## config.mk

```make
export PLATFORM = sky130hd
export DESIGN_NAME = i2s_receiver
export DESIGN_NICKNAME = d
export VERILOG_FILES = /design/src/rtl/i2s_receiver.sv
export SDC_FILE = /design/constraint.sdc
export NUM_CORES = 1
export LEC_CHECK = 0
export ABC_AREA = 1
export ABC_CLOCK_PERIOD_IN_PS = 4650
export BUFFER_PORTS_ARGS = -buffer_cell sky130_fd_sc_hd__buf_2
export CORE_AREA = 10 10 86 88
export CTS_CLUSTER_DIAMETER = 80
export DETAILED_ROUTE_END_ITERATION = 8
export DIE_AREA = 0 0 96 98
export PLACE_DENSITY = 0.73
export SYNTH_ARGS = -nofsm -noshare
export SYNTH_HDL_FRONTEND = slang
export SYNTH_SLANG_ARGS = --single-unit
```

## constraint.sdc

```tcl
create_clock -name clk_in -period 4.65 [get_ports clk_in]
set_input_delay 0.2325 -clock clk_in [delete_from_list [all_inputs] [get_ports clk_in]]
set_output_delay 0.2325 -clock clk_in [all_outputs]
set_load 0.1 [all_outputs]
```

## src/rtl/i2s_receiver.sv

```systemverilog
// I2S receiver: synchronizes sck/ws/sd into clk_in and deserializes MSB-first
// channel words into parallel PCM samples with a one-cycle valid pulse.
module i2s_receiver #(
   parameter int unsigned SAMPLE_WIDTH = 24,
   parameter int unsigned SLOT_WIDTH   = 32
) (
   input  logic                    clk_in,
   input  logic                    rst_in,
   input  logic                    sck,
   input  logic                    ws,
   input  logic                    sd,
   output logic [SAMPLE_WIDTH-1:0] sample_out,
   output logic                    sample_valid,
   output logic                    sample_channel
);

   localparam int unsigned IDX_W = $clog2(SLOT_WIDTH + 1);
   localparam logic [IDX_W-1:0] IDX_MAX = IDX_W'(SLOT_WIDTH);
   localparam logic [IDX_W-1:0] IDX_CAP = IDX_W'(SAMPLE_WIDTH);
   localparam logic [IDX_W-1:0] IDX_LSB = IDX_W'(SAMPLE_WIDTH - 1);

   logic [1:0]              sck_sync;
   logic [1:0]              ws_sync;
   logic [1:0]              sd_sync;
   logic                    sck_s;
   logic                    ws_s;
   logic                    sd_s;
   logic                    sck_prev;
   logic                    ws_d;
   logic                    ws_dd;
   logic                    locked;
   logic [IDX_W-1:0]        bit_idx;
   logic [SAMPLE_WIDTH-1:0] shift_reg;

   logic                    sck_rise;
   logic                    ws_edge;
   logic [IDX_W-1:0]        idx_next;
   logic [SAMPLE_WIDTH-1:0] shift_next;
   logic                    word_done;

   assign sck_s = sck_sync[1];
   assign ws_s  = ws_sync[1];
   assign sd_s  = sd_sync[1];

   // Bit position of the current rise; a WS change restarts the word at the MSB.
   always_comb begin
      sck_rise   = sck_s & ~sck_prev;
      ws_edge    = ws_d ^ ws_dd;
      idx_next   = bit_idx;
      shift_next = {shift_reg[SAMPLE_WIDTH-2:0], sd_s};
      if (ws_edge) begin
         idx_next = '0;
      end else if (bit_idx != IDX_MAX) begin
         idx_next = bit_idx + IDX_W'(1);
      end
      word_done = sck_rise & (locked | ws_edge) & (idx_next == IDX_LSB);
   end

   always_ff @(posedge clk_in) begin
      if (rst_in) begin
         sck_sync       <= '0;
         ws_sync        <= '0;
         sd_sync        <= '0;
         sck_prev       <= 1'b0;
         ws_d           <= 1'b0;
         ws_dd          <= 1'b0;
         locked         <= 1'b0;
         bit_idx        <= '0;
         shift_reg      <= '0;
         sample_out     <= '0;
         sample_valid   <= 1'b0;
         sample_channel <= 1'b0;
      end else begin
         sck_sync     <= {sck_sync[0], sck};
         ws_sync      <= {ws_sync[0], ws};
         sd_sync      <= {sd_sync[0], sd};
         sck_prev     <= sck_s;
         sample_valid <= 1'b0;
         if (sck_rise) begin
            ws_d    <= ws_s;
            ws_dd   <= ws_d;
            bit_idx <= idx_next;
            if (ws_edge) begin
               locked <= 1'b1;
            end
            if (idx_next < IDX_CAP) begin
               shift_reg <= shift_next;
            end
            if (word_done) begin
               sample_out     <= shift_next;
               sample_channel <= ws_d;
               sample_valid   <= 1'b1;
            end
         end
      end
   end

endmodule

```

======== Word level (Yosys, flattened, before mapping) ========
Cells that the tools add are included.
operators by class
  $add $sub $neg .......................... 1
  $lt $le $gt $ge ......................... 1
  equal/unequal tests ..................... 2
  multiplexer cells ....................... 3
  bitwise logic cells ..................... 7
  reduce and logical (&&, ||, !) cells .... 4
operators with widths
  operator                                                     count
  two-way mux 6 bit                                            2
  adder 6 x 1 -> 6 bit (second input constant)                 1
  == test 6 x 5 -> 1 bit (second input constant)               1
  less-than comparator 6 x 5 -> 1 bit (second input constant)  1
  != test 6 bit (second input constant)                        1
  AND reduction 2 bit                                          3
  AND 1 bit                                                    3
  inverter 1 bit                                               2
  OR reduction 2 bit                                           1
  two-way mux 1 bit                                            1
  OR 1 bit                                                     1
  bitwise XOR 1 bit                                            1
word-level totals
  register bits ........................... 65
  input port bits ......................... 5
  output and inout bits ................... 26
  logic and storage cells ................. 30

======== Logic depth before layout (Yosys ltp) ========
Gate-level depths: netlist of the first run.
  word-level depth ........................ 6
  depth in mapped cells ................... 12
  gate-level depth less buffers ........... 10

======== Worst setup path before layout of the first run ========
No wires, ideal clock.
  kind .................................... register to register
  start point ............................. reg bit_idx[0]
  end point ............................... reg sample_out[10]
  library setup time ...................... 0.119 ns
  arrival ................................. 1.531 ns
  required time ........................... 4.531 ns
  setup slack ............................. 3.000 ns
  stages on the path, launching flop included .. 11
  buffers on the path ..................... 1
  clock period less this slack ............ 1.650 ns
  cells stage by stage .................... dfxtp_1 > inv_1 > ha_1 > nand3_1 > nor2_1 > nand3_1 > nor2_2 > buf_2 > nand3_1 > nand2_1 > nor2_1
on the way
  longest elaborated chain between the ends .. 6
  elaborated cells on any way between the ends .. 7
  those cells by class .................... add/sub (1); eq/ne (2); mux (2); bitwise (1); reduce/logical (1)
RTL lines
  what                                                          RTL line  text
  start, declared                                               32        logic [IDX_W-1:0] bit_idx;
  start signal, assigned                                        82        bit_idx <= idx_next;
  adder 6 x 1 -> 6 bit / != test 6 bit (equally long branches)  54, 53
  two-way mux 6 bit (*)                                         53        end else if (bit_idx != IDX_MAX) begin
  two-way mux 6 bit (*)                                         51        if (ws_edge) begin
  == test 6 x 5 -> 1 bit (*)                                    56        word_done = sck_rise & (locked | ws_edge) & (idx_next == IDX_LSB);
  AND 1 bit (*)                                                 56
  AND reduction 2 bit (no source line) (*)                      --
  end signal, assigned                                          90        sample_out <= shift_next;
  end, declared                                                 12        output logic [SAMPLE_WIDTH-1:0] sample_out,
Every way passes the cells marked *; elsewhere a longest branch is shown, timed or not.
A chain may end at the register's enable or synchronous reset.

======== Worst setup path after layout of the first run ========
  start point ............................. reg bit_idx[0]
  end point ............................... reg sample_out[22]
The elaborated chain is that of the path after synthesis.

==> results of run 1 <==
[per-layer routing]
metal	share of wire (%)	wire length, µm	vias up
met5	0	0	-
met4	2.4	140	0
met3	6.0	350	14
met2	46	2640	49
met1	46	2660	1126
li1	-	-	1286
[worst max path at each step]
stage,start,end
floorplan,bit_idx[0],sample_out[10]
finish,bit_idx[0],sample_out[22]
detailed placement,bit_idx[0],sample_out[22]
global route,bit_idx[0],sample_out[13]
global placement,bit_idx[0],sample_out[8]
CTS,bit_idx[0],sample_out[22]
[cell type report]
class                   count  share of cell area (%)
clock buffers              14                    5.26
flip-flops and latches     65                    39.6
clock inverters             2                    1.07
inverters                  44                    5.03
multi-input cells         259                    41.4
well taps                  75                    2.86
repair buffers             31                    4.80
[cells by family after synthesis]
kind of cell	synth area share, %
flops	42.8
fa+ha+maj	0.824
simple gates	30.4
buf+inv	12.6
xor+xnor	0.288
compound gates	13.1
[cell usage in the layout, fill, tap and decap left out]
cell type and instances:
nand2_2 6, o21ai_2 1, nand4_1 3, nor2_2 2
nand3_2 12, clkbuf_1 2, buf_2 30, nor2_4 2
clkinv_2 1, nand3_4 1, xor2_1 1, inv_1 41
inv_2 2, o21ai_0 4, ha_1 2, clkinv_1 1
dfxtp_1 65, nor2_1 59, buf_4 1, a21oi_1 37
a31oi_1 1, nand2_1 63, a21oi_2 19, bufinv_16 1
nor2_8 1, a211oi_2 1, nand3_1 43, clkbuf_8 12
nor3_1 1
[through the flow]
step	worst slack [ns]	utilization, %	hold slack [ns]
final	2.25	57.2	0.0960
after global routing	1.97	57.2	0.0796
after CTS	2.23	57.2	0.0836
after detailed placement	2.24	53.6	0.392
after global placement	2.34	53.6	0.389
after floorplan	3.00	-	0.302
[power by group through the flow]
stage / logic, mW / clock network, mW / registers, mW
floorplan: 0.0828 / 0 / 0.596
global placement: 0.0878 / 0 / 0.598
detailed placement: 0.0904 / 0 / 0.599
CTS: 0.0907 / 0.508 / 0.586
global route: 0.104 / 0.529 / 0.588
finish: 0.0901 / 0.496 / 0.587
[cells in the mapped netlist, types with 2 or more instances]
master	count	area share (%)
nand2_2	6	1.2
nor2_2	3	0.62
clkbuf_1	6	0.74
buf_12	2	1.3
nor2_1	59	7.3
o21ai_0	4	0.66
buf_2	6	0.99
buf_6	7	2.6
dfxtp_1	65	43
ha_1	2	0.82
inv_2	2	0.25
a21oi_1	37	6.1
nand4_1	3	0.62
nand2_1	63	7.8
inv_1	41	5.1
a21oi_2	19	5.5
nand3_1	43	7.1
nand3_2	12	4.0
buf_4	4	0.99
[worst min-delay path, cell delays in order]
cell	delay, ns
buf_2	0.10
inv_1	0.04
nor2_1	0.03
==> run_results.csv, run 1 <==
group,metric,value,unit
detailed_routing,wl_per_cell,11.8,µm
critical_path,cp_common_cell,"nand3_1",
job,cap_violations,0,
detailed_routing,dr_total_vias,2475,
finish,diodes,0,
timing,rsz0062_at_grt,"false",
worst_hold_path,min_delay_path_depth,3,
timing,clock.fmax,417,MHz
global_routing,grt-busiest-layer,"met2",
timing,finClkSkew,0.00460,ns
global_routing,grt_pass1_wl,9.96,mm
critical_path,cp_slowest_cell,"nor2_4",
clock_tree,post_cts_buffers,0,
yosys,synthesis.nets,401,
yosys,synth_edf_count,0,
timing,worst-slew-pin-transition,1.13,ns
yosys,synthFlopType,"dfxtp_1",
place,dpl-instance-area,3080,µm²
critical_path,required,4.89,ns
pwr,power.share.clock,42.3,%
pwr,irDropWorstVdd,0.000192,V
pwr,seqPwrFrac,50.0,%
global_routing,grtUsageMet3,4.29,%
global_routing,grtUsageMet2,21.3,%
finish,stdcell_area,3290,µm²
global_routing,grt_max_degree,53,
place,portBuffers,30,
timing,max_slew_margin,24.4,%
floorplan,die_h,98,µm
yosys,ys_seq_area_share,42.8,%
critical_path,worstPathMaxFanout,51,
clock_tree,clock-sinks,65,
clock_tree,cts_resized,0,
floorplan,rows,28,
finish,multi_input_area,1360,µm²
detailed_routing,drc,0,
detailed_routing,antenna_left,0,
floorplan,start_util,52.9,%
critical_path,cp_num_cells,9,
critical_path,max_stage_delay,0.83,ns
yosys,ys_seq_elements,65,
critical_path,rr_startpoint,"bit_idx[0]",
finish,drive_above_1_share,22.2,%
pwr,comb_power_share,7.7,%
detailed_routing,drt_wl_total,5.79,mm
place,hpwl,3.59,mm
yosys,syn_inst,394,
timing,final_max_slew_viol_count,0,
global_routing,grt_pass1_vias,2329,
critical_path,setup.worst_path.end_class,"flop",
clock_tree,clock-root-buffer,"clkbuf_8",
pwr,p_int,899,µW
critical_path,critPathLaunchType,"flop",
global_routing,grt.overflow.total,0,
critical_path,worstPathCellList,"inv_1 -> ha_1 -> nand3_1 -> nor2_1 -> nand3_1 -> nor2_4 -> nand3_1 -> nand2_1 -> nor2_1",
finish,syn_to_final_growth,8.15,%
yosys,ys_warn_count,0,
place,dp.cells,474,
worst_hold_path,hold_path_class,"in2reg",
pwr,p_leak,1.37,nW
yosys,avgSynthCellArea,7.71,µm²
detailed_routing,dr.pass1.iters,4,
clock_tree,cts_buffers,9,
floorplan,io_pins,31,
clock_tree,htree_num_levels,3,
worst_hold_path,min_from,"sck",
finish,stdcell_count,490,
critical_path,critPathBufInv,1,
finish,largest_reg_flops,24,
critical_path,critical-path-top-delay-family,"simple AND/OR/NAND/NOR gates",
critical_path,crit_arrival,2.64,ns
timing,finalCritPeriodShare,51.6,%
critical_path,worstSetupPathType,"reg2reg",
pwr,pwr_density_cell,357,nW/µm²
timing,setup_viol,0,
pwr,switching_share,23.4,%
timing,finalHoldViolations,0,
floorplan,coreArea,5750,µm²
worst_hold_path,min_to,"sck_sync[0]",
critical_path,reg2regPathDepth,9,
floorplan,die_w,96,µm
outcome,status,"complete, no violations",
pwr,switching_power,274,µW
timing,tns,0,ns
clock_tree,clock_path_buffers,2,
global_routing,grt_use_total,12.9,%
pwr,finalPower,1.17,mW
finish,nets,417,
detailed_routing,drt_iter0_markers,155,
finish,num-fill-cells,553,
critical_path,r2r_slack,2.25,ns
clock_tree,path_clk_slew,0.07,ns
global_routing,antenna_found_initial,0,
clock_tree,insertion_delay,0.34,ns
finish,regArea,1300,µm²
critical_path,r2r-end,"sample_out[22]",
clock_tree,cts_tree,"built",
clock_tree,postCtsHoldBufs,0,
yosys,syn_area,3040,µm²
detailed_routing,viasPerCell,5.05,
place,gp_congestion,0.824,
floorplan,die_area,9410,µm²
timing,post-route-min-period,2.40,ns
yosys,synth.distinct_cells,29,
global_routing,grt.met1_usage,14.0,%
yosys,synthArstFlopShare,0,%
No activity file was read; power rests on OpenSTA's default activity.
==> run 2: changes to the inputs <==
ABC_CLOCK_PERIOD_IN_PS = 2000   (was 4650)
CORE_AREA = 10 10 87 89   (was 10 10 86 88)
DIE_AREA = 0 0 97 99   (was 0 0 96 98)
PLACE_DENSITY = 0.74   (was 0.73)
clock period = 2 ns   (was 4.65 ns; I/O delays follow)
==> run 2 against run 1 <==
Effect of this change: total power grew 140%; non-clock buffer count increased by 11; hold slack better by 0.010 ns; critical path type unchanged; first-iteration DRC count is 65% lower.
==> run_results.csv, run 2 (synthesis gave the netlist of run 1 again) <==
group,metric,value,unit
outcome,status,"complete, no violations",
timing,setup_viol,0,
pwr,seqPwrFrac,48.8,%
detailed_routing,drt_iter0_markers,55,
timing,clock.fmax,555,MHz
detailed_routing,dr_total_vias,2476,
global_routing,grt.overflow.total,0,
global_routing,grt_pass1_wl,10.2,mm
critical_path,cp_common_cell,"nand2_1",
critical_path,cp-startpoint,"bit_idx[0]",
finish,stdcell_area,3460,µm²
clock_tree,post_cts_buffers,0,
timing,tns,0,ns
critical_path,reg2regPathDepth,11,
floorplan,start_util,51.9,%
global_routing,grt_max_degree,49,
critical_path,worstPathCellList,"ha_1 -> nand3_1 -> nand2_1 -> nand2_1 -> nor2_4 -> nand2_2 -> nor2_8 -> buf_12 -> nand3_1 -> nand2_1 -> nor2_1",
clock_tree,clock-sinks,65,
place,portBuffers,30,
critical_path,worstSetupPathType,"reg2reg",
critical_path,setup.worst_path.end_class,"flop",
critical_path,cp_slowest_cell,"dfxtp_2",
timing,worst-slew-pin-transition,0.488,ns
timing,finalHoldViolations,0,
worst_hold_path,min_delay_path_depth,2,
critical_path,critPathBufInv,1,
floorplan,die_area,9600,µm²
worst_hold_path,min_to,"ws_sync[0]",
critical_path,max_stage_delay,0.39,ns
pwr,p_int,2.12,mW
timing,finalCritPeriodShare,90.2,%
timing,rsz0062_at_grt,"false",
finish,largest_reg_flops,24,
pwr,irDropWorstVdd,0.000598,V
detailed_routing,drc,0,
job,cap_violations,0,
clock_tree,cts_tree,"built",
critical_path,critPathLaunchType,"flop",
timing,post-route-min-period,1.80,ns
critical_path,critical-path-top-delay-family,"simple AND/OR/NAND/NOR gates",
global_routing,grt_use_total,12.3,%
detailed_routing,viasPerCell,4.94,
critical_path,rr_startpoint,"bit_idx[0]",
pwr,p_leak,1.44,nW
global_routing,grt_pass1_vias,2347,
place,gp_congestion,0.849,
finish,layout_common_cells,"63 x nand2_1, 63 x dfxtp_1, 58 x nor2_1",
place,hpwl,3.79,mm
critical_path,crit_arrival,2.04,ns
pwr,power.share.clock,43.4,%
worst_hold_path,hold_path_class,"in2reg",
finish,syn_to_final_growth,13.9,%
detailed_routing,wl_per_cell,11.5,µm
clock_tree,clock_path_buffers,2,
pwr,switching_share,24.1,%
critical_path,r2r-end,"sample_out[9]",
clock_tree,htree_num_levels,3,
timing,finClkSkew,0.00732,ns
finish,drive_above_1_share,24.9,%
clock_tree,clock-root-buffer,"clkbuf_8",
detailed_routing,antenna_left,0,
place,dpl-instance-area,3200,µm²
timing,max_slew_margin,67.4,%
clock_tree,cts_buffers,9,
floorplan,die_w,97,µm
detailed_routing,dr.pass1.iters,4,
finish,diodes,0,
clock_tree,insertion_delay,0.34,ns
global_routing,antenna_found_initial,0,
critical_path,required,2.23,ns
critical_path,r2r_slack,0.20,ns
worst_hold_path,min_from,"rst_in",
floorplan,io_pins,31,
finish,fin_util,59.1,%
floorplan,die_h,99,µm
critical_path,worstPathMaxFanout,18,
pwr,pwr_density_cell,808,nW/µm²
floorplan,coreArea,5850,µm²
pwr,switching_power,675,µW
finish,nets,428,
timing,final_max_slew_viol_count,0,
pwr,comb_power_share,7.8,%
timing,hold_slack,0.106,ns
clock_tree,path_clk_slew,0.07,ns
detailed_routing,drt_wl_total,5.78,mm
floorplan,rows,28,
run 2: cell count changes in the layout (fill, tap and decap cells not counted), sizes merged:
cell,delta
buf,+8
clkbuf,-5
clkinv,+3
dlygate4sd3,+3
bufinv,+1
clkinvlp,+1
run 2: how the worst max path moves through the flow:
stage	to	depth (start not counted)
after floorplan	sample_out[10]	10
after global placement	sample_valid	9
after detailed placement	sample_valid	9
after CTS	sample_valid	9
after global routing	sample_out[16]	11
final	sample_out[9]	11
run 2: worst register-to-register path: stages, from the launching register on:
cell and delay [ns]:
dfxtp_2 0.39, ha_1 0.22, nand3_1 0.09, nand2_1 0.07, nand2_1 0.08, nor2_4 0.14, nand2_2 0.12, nor2_8 0.21
buf_12 0.18, nand3_1 0.09, nand2_1 0.07, nor2_1 0.05
run 2: final cells by class:
class,instances,area [µm²]
clock buffer,9,124
sequential,65,1300
fill,532,2390
inverter,44,165
clock inverter,7,95.1
multi-input combinational,259,1370
tap,75,93.8
timing repair buffer,42,310
run 2: stage by stage:
step,setup slack (ns),instances,power [mW]
after floorplan,0.350,394,1.58
final,0.197,501,2.80
after global routing,0.00984,501,2.92
after CTS,0.0898,501,2.82
after global placement,0.146,482,1.60
after detailed placement,0.113,482,1.61
run 2: power groups by stage:
stage | clock, mW | sequential (mW) | combinational [mW]
finish | 1.21 | 1.36 | 0.219
global route | 1.29 | 1.37 | 0.252
CTS | 1.24 | 1.36 | 0.219
detailed placement | 0 | 1.39 | 0.213
global placement | 0 | 1.39 | 0.208
floorplan | 0 | 1.39 | 0.192
run 2: layer usage:
| metal | track usage, % | vias to the layer above | part of all wire [%] |
|---|---|---|---|
| met1 | 13.6 | 1120 | 47 |
| li1 | - | 1314 | - |
| met2 | 20.8 | 35 | 47 |
| met3 | 5.17 | 7 | 5.0 |
| met4 | 4.43 | 0 | 0.85 |
| met5 | 0 | - | 0 |
run 2: timing repair:
| action | CTS | global route |
|---|---|---|
| hold buffers | 3 | 0 |
| endpoints found under the setup margin | 0 | 26 |
| resized for setup | 0 | 4 |
| hold endpoints to repair | 3 | 0 |
==> run 3: changes to the inputs <==
CORE_AREA = 10 10 94 96   (was 10 10 87 89)
DIE_AREA = 0 0 104 106   (was 0 0 97 99)
GPL_TIMING_DRIVEN = 0   (was not set)
PLACE_DENSITY = not set   (was 0.74)
==> run 3 against run 2 <==
Effect of this change: critical path depth is the same; worst setup slack worse by 0.018 ns; first-iteration DRC count grew 120%; clock power is 4% lower; total power fell by 1.1%.
==> run_results.csv, run 3 (synthesis gave the netlist of run 1 again) <==
group,metric,value,unit
finish,diodes,0,
timing,finalCritPeriodShare,91.0,%
timing,worst-slew-pin-transition,0.500,ns
worst_hold_path,hold_path_class,"reg2reg",
pwr,p_leak,1.54,nW
critical_path,worstSetupPathType,"reg2reg",
clock_tree,clock-sinks,65,
detailed_routing,drt_iter0_markers,119,
global_routing,grt_pass1_wl,11.5,mm
global_routing,grt.overflow.total,0,
finish,regArea,1300,µm²
timing,finalHoldViolations,0,
floorplan,rows,31,
finish,nets,451,
detailed_routing,dr.pass1.iters,4,
critical_path,cp_common_cell,"nand3_1",
finish,num-fill-cells,715,
global_routing,antenna_found_initial,0,
detailed_routing,wl_per_cell,12.2,µm
clock_tree,clock-root-buffer,"clkbuf_8",
global_routing,grt_pass1_vias,2460,
floorplan,die_h,106,µm
job,cap_violations,0,
floorplan,start_util,43.0,%
pwr,finalPower,2.77,mW
critical_path,worstPathCellList,"inv_1 -> ha_1 -> nand3_1 -> nor2_2 -> nand3_2 -> nor2_4 -> buf_12 -> buf_2 -> nand3_1 -> nand2_1 -> nor2_1",
clock_tree,cts_tree,"built",
floorplan,die_w,104,µm
detailed_routing,drc,0,
clock_tree,path_clk_slew,0.07,ns
pwr,irDropWorstVdd,0.000410,V
finish,syn_to_final_growth,20.1,%
global_routing,grt_use_total,12.4,%
finish,fin_util,51.7,%
place,gp_congestion,0.811,
critical_path,critPathLaunchType,"flop",
critical_path,worstPathMaxFanout,8,
global_routing,grt_max_degree,11,
floorplan,die_area,11000,µm²
timing,final_max_slew_viol_count,0,
floorplan,io_pins,31,
timing,max_slew_margin,66.7,%
floorplan,coreArea,7060,µm²
critical_path,max_stage_delay,0.38,ns
detailed_routing,antenna_left,0,
finish,layout_common_cells,"63 x nand2_1, 63 x dfxtp_1, 58 x nor2_1",
detailed_routing,dr_total_vias,2567,
detailed_routing,viasPerCell,4.68,
pwr,pwr_density_cell,758,nW/µm²
critical_path,setup.worst_path.end_class,"flop",
clock_tree,clock_path_buffers,2,
finish,largest_reg_flops,24,
place,hpwl,4.67,mm
outcome,status,"complete, no violations",
timing,post-route-min-period,1.82,ns
timing,tns,0,ns
critical_path,required,2.24,ns
clock_tree,htree_num_levels,3,
finish,drive_above_1_share,26.7,%
detailed_routing,drt_wl_total,6.67,mm
critical_path,cp_slowest_cell,"dfxtp_2",
place,portBuffers,30,
clock_tree,insertion_delay,0.34,ns
critical_path,crit_arrival,2.06,ns
finish,multi_input_area,1370,µm²
timing,clock.fmax,549,MHz
timing,finClkSkew,0.00630,ns
clock_tree,cts_buffers,9,
timing,setup_viol,0,
[run 3: final cells by class]
class,count,share of cell area (%)
plain buffers,26,6.72
clock buffers,14,4.73
clock inverters,2,0.960
inverters,44,4.53
multi-input cells,259,37.5
flip-flops and latches,65,35.7
well taps,99,3.40
repair buffers,39,6.45
[run 3: layer usage]
| metal | GRT usage [%] | vias up | wire length (µm) | share of wire (%) |
|---|---|---|---|---|
| met5 | 0 | - | 0 | 0 |
| met4 | 5.67 | 0 | 124 | 1.9 |
| met3 | 3.74 | 12 | 307 | 4.6 |
| met2 | 19.5 | 35 | 2910 | 44 |
| met1 | 15.2 | 1168 | 3320 | 50 |
| li1 | - | 1352 | - | - |
[run 3: report_power, final]
| group | total [mW] | internal (mW) | switching (mW) | leakage, nW |
|---|---|---|---|---|
| Combinational | 0.240 | 0.0964 | 0.143 | 0.903 |
| Clock | 1.16 | 0.677 | 0.487 | 0.107 |
| Sequential | 1.36 | 1.34 | 0.0249 | 0.529 |
[run 3: what timing repair did]
item | 4_1_cts | 5_1_grt
hold buffers | 4 | 0
setup endpoints to repair | 24 | 26
resized for setup | 2 | 16
hold endpoints to repair | 6 | 0
gates cloned | 0 | 3
buffers inserted | 0 | 2
pin swaps | 0 | 1
[run 3: final timing paths]
| kind | depth (start not counted) | start | slack (ns) | end |
|---|---|---|---|---|
| worst min register to register | 2 | sck_sync[0] | 0.40 | sck_sync[1] |
| worst max register to register | 11 | bit_idx[0] | 0.18 | sample_out[13] |
| worst max-delay path | 11 | bit_idx[0] | 0.18 | sample_out[13] |
| worst min-delay path | 2 | sck_sync[0] | 0.40 | sck_sync[1] |
[run 3: stage by stage]
step,hold WS (ns),area (µm²),setup slack [ns],std cells
2_1_floorplan,0.169,3040,0.350,394
3_3_place_gp,0.300,3310,-0.0000335,523
3_5_place_dp,0.306,3310,-0.0438,523
4_1_cts,0.408,3570,0.0208,543
5_1_grt,0.419,3650,-0.00911,548
6_report,0.405,3650,0.179,548
[run 3: critical path, delay by kind of cell (launching register included)]
family | cells | cell delay, ns
and+or+nand+nor | 7 | 0.67
DFF | 1 | 0.38
buffers and inverters | 3 | 0.38
adders and majority gates | 1 | 0.27
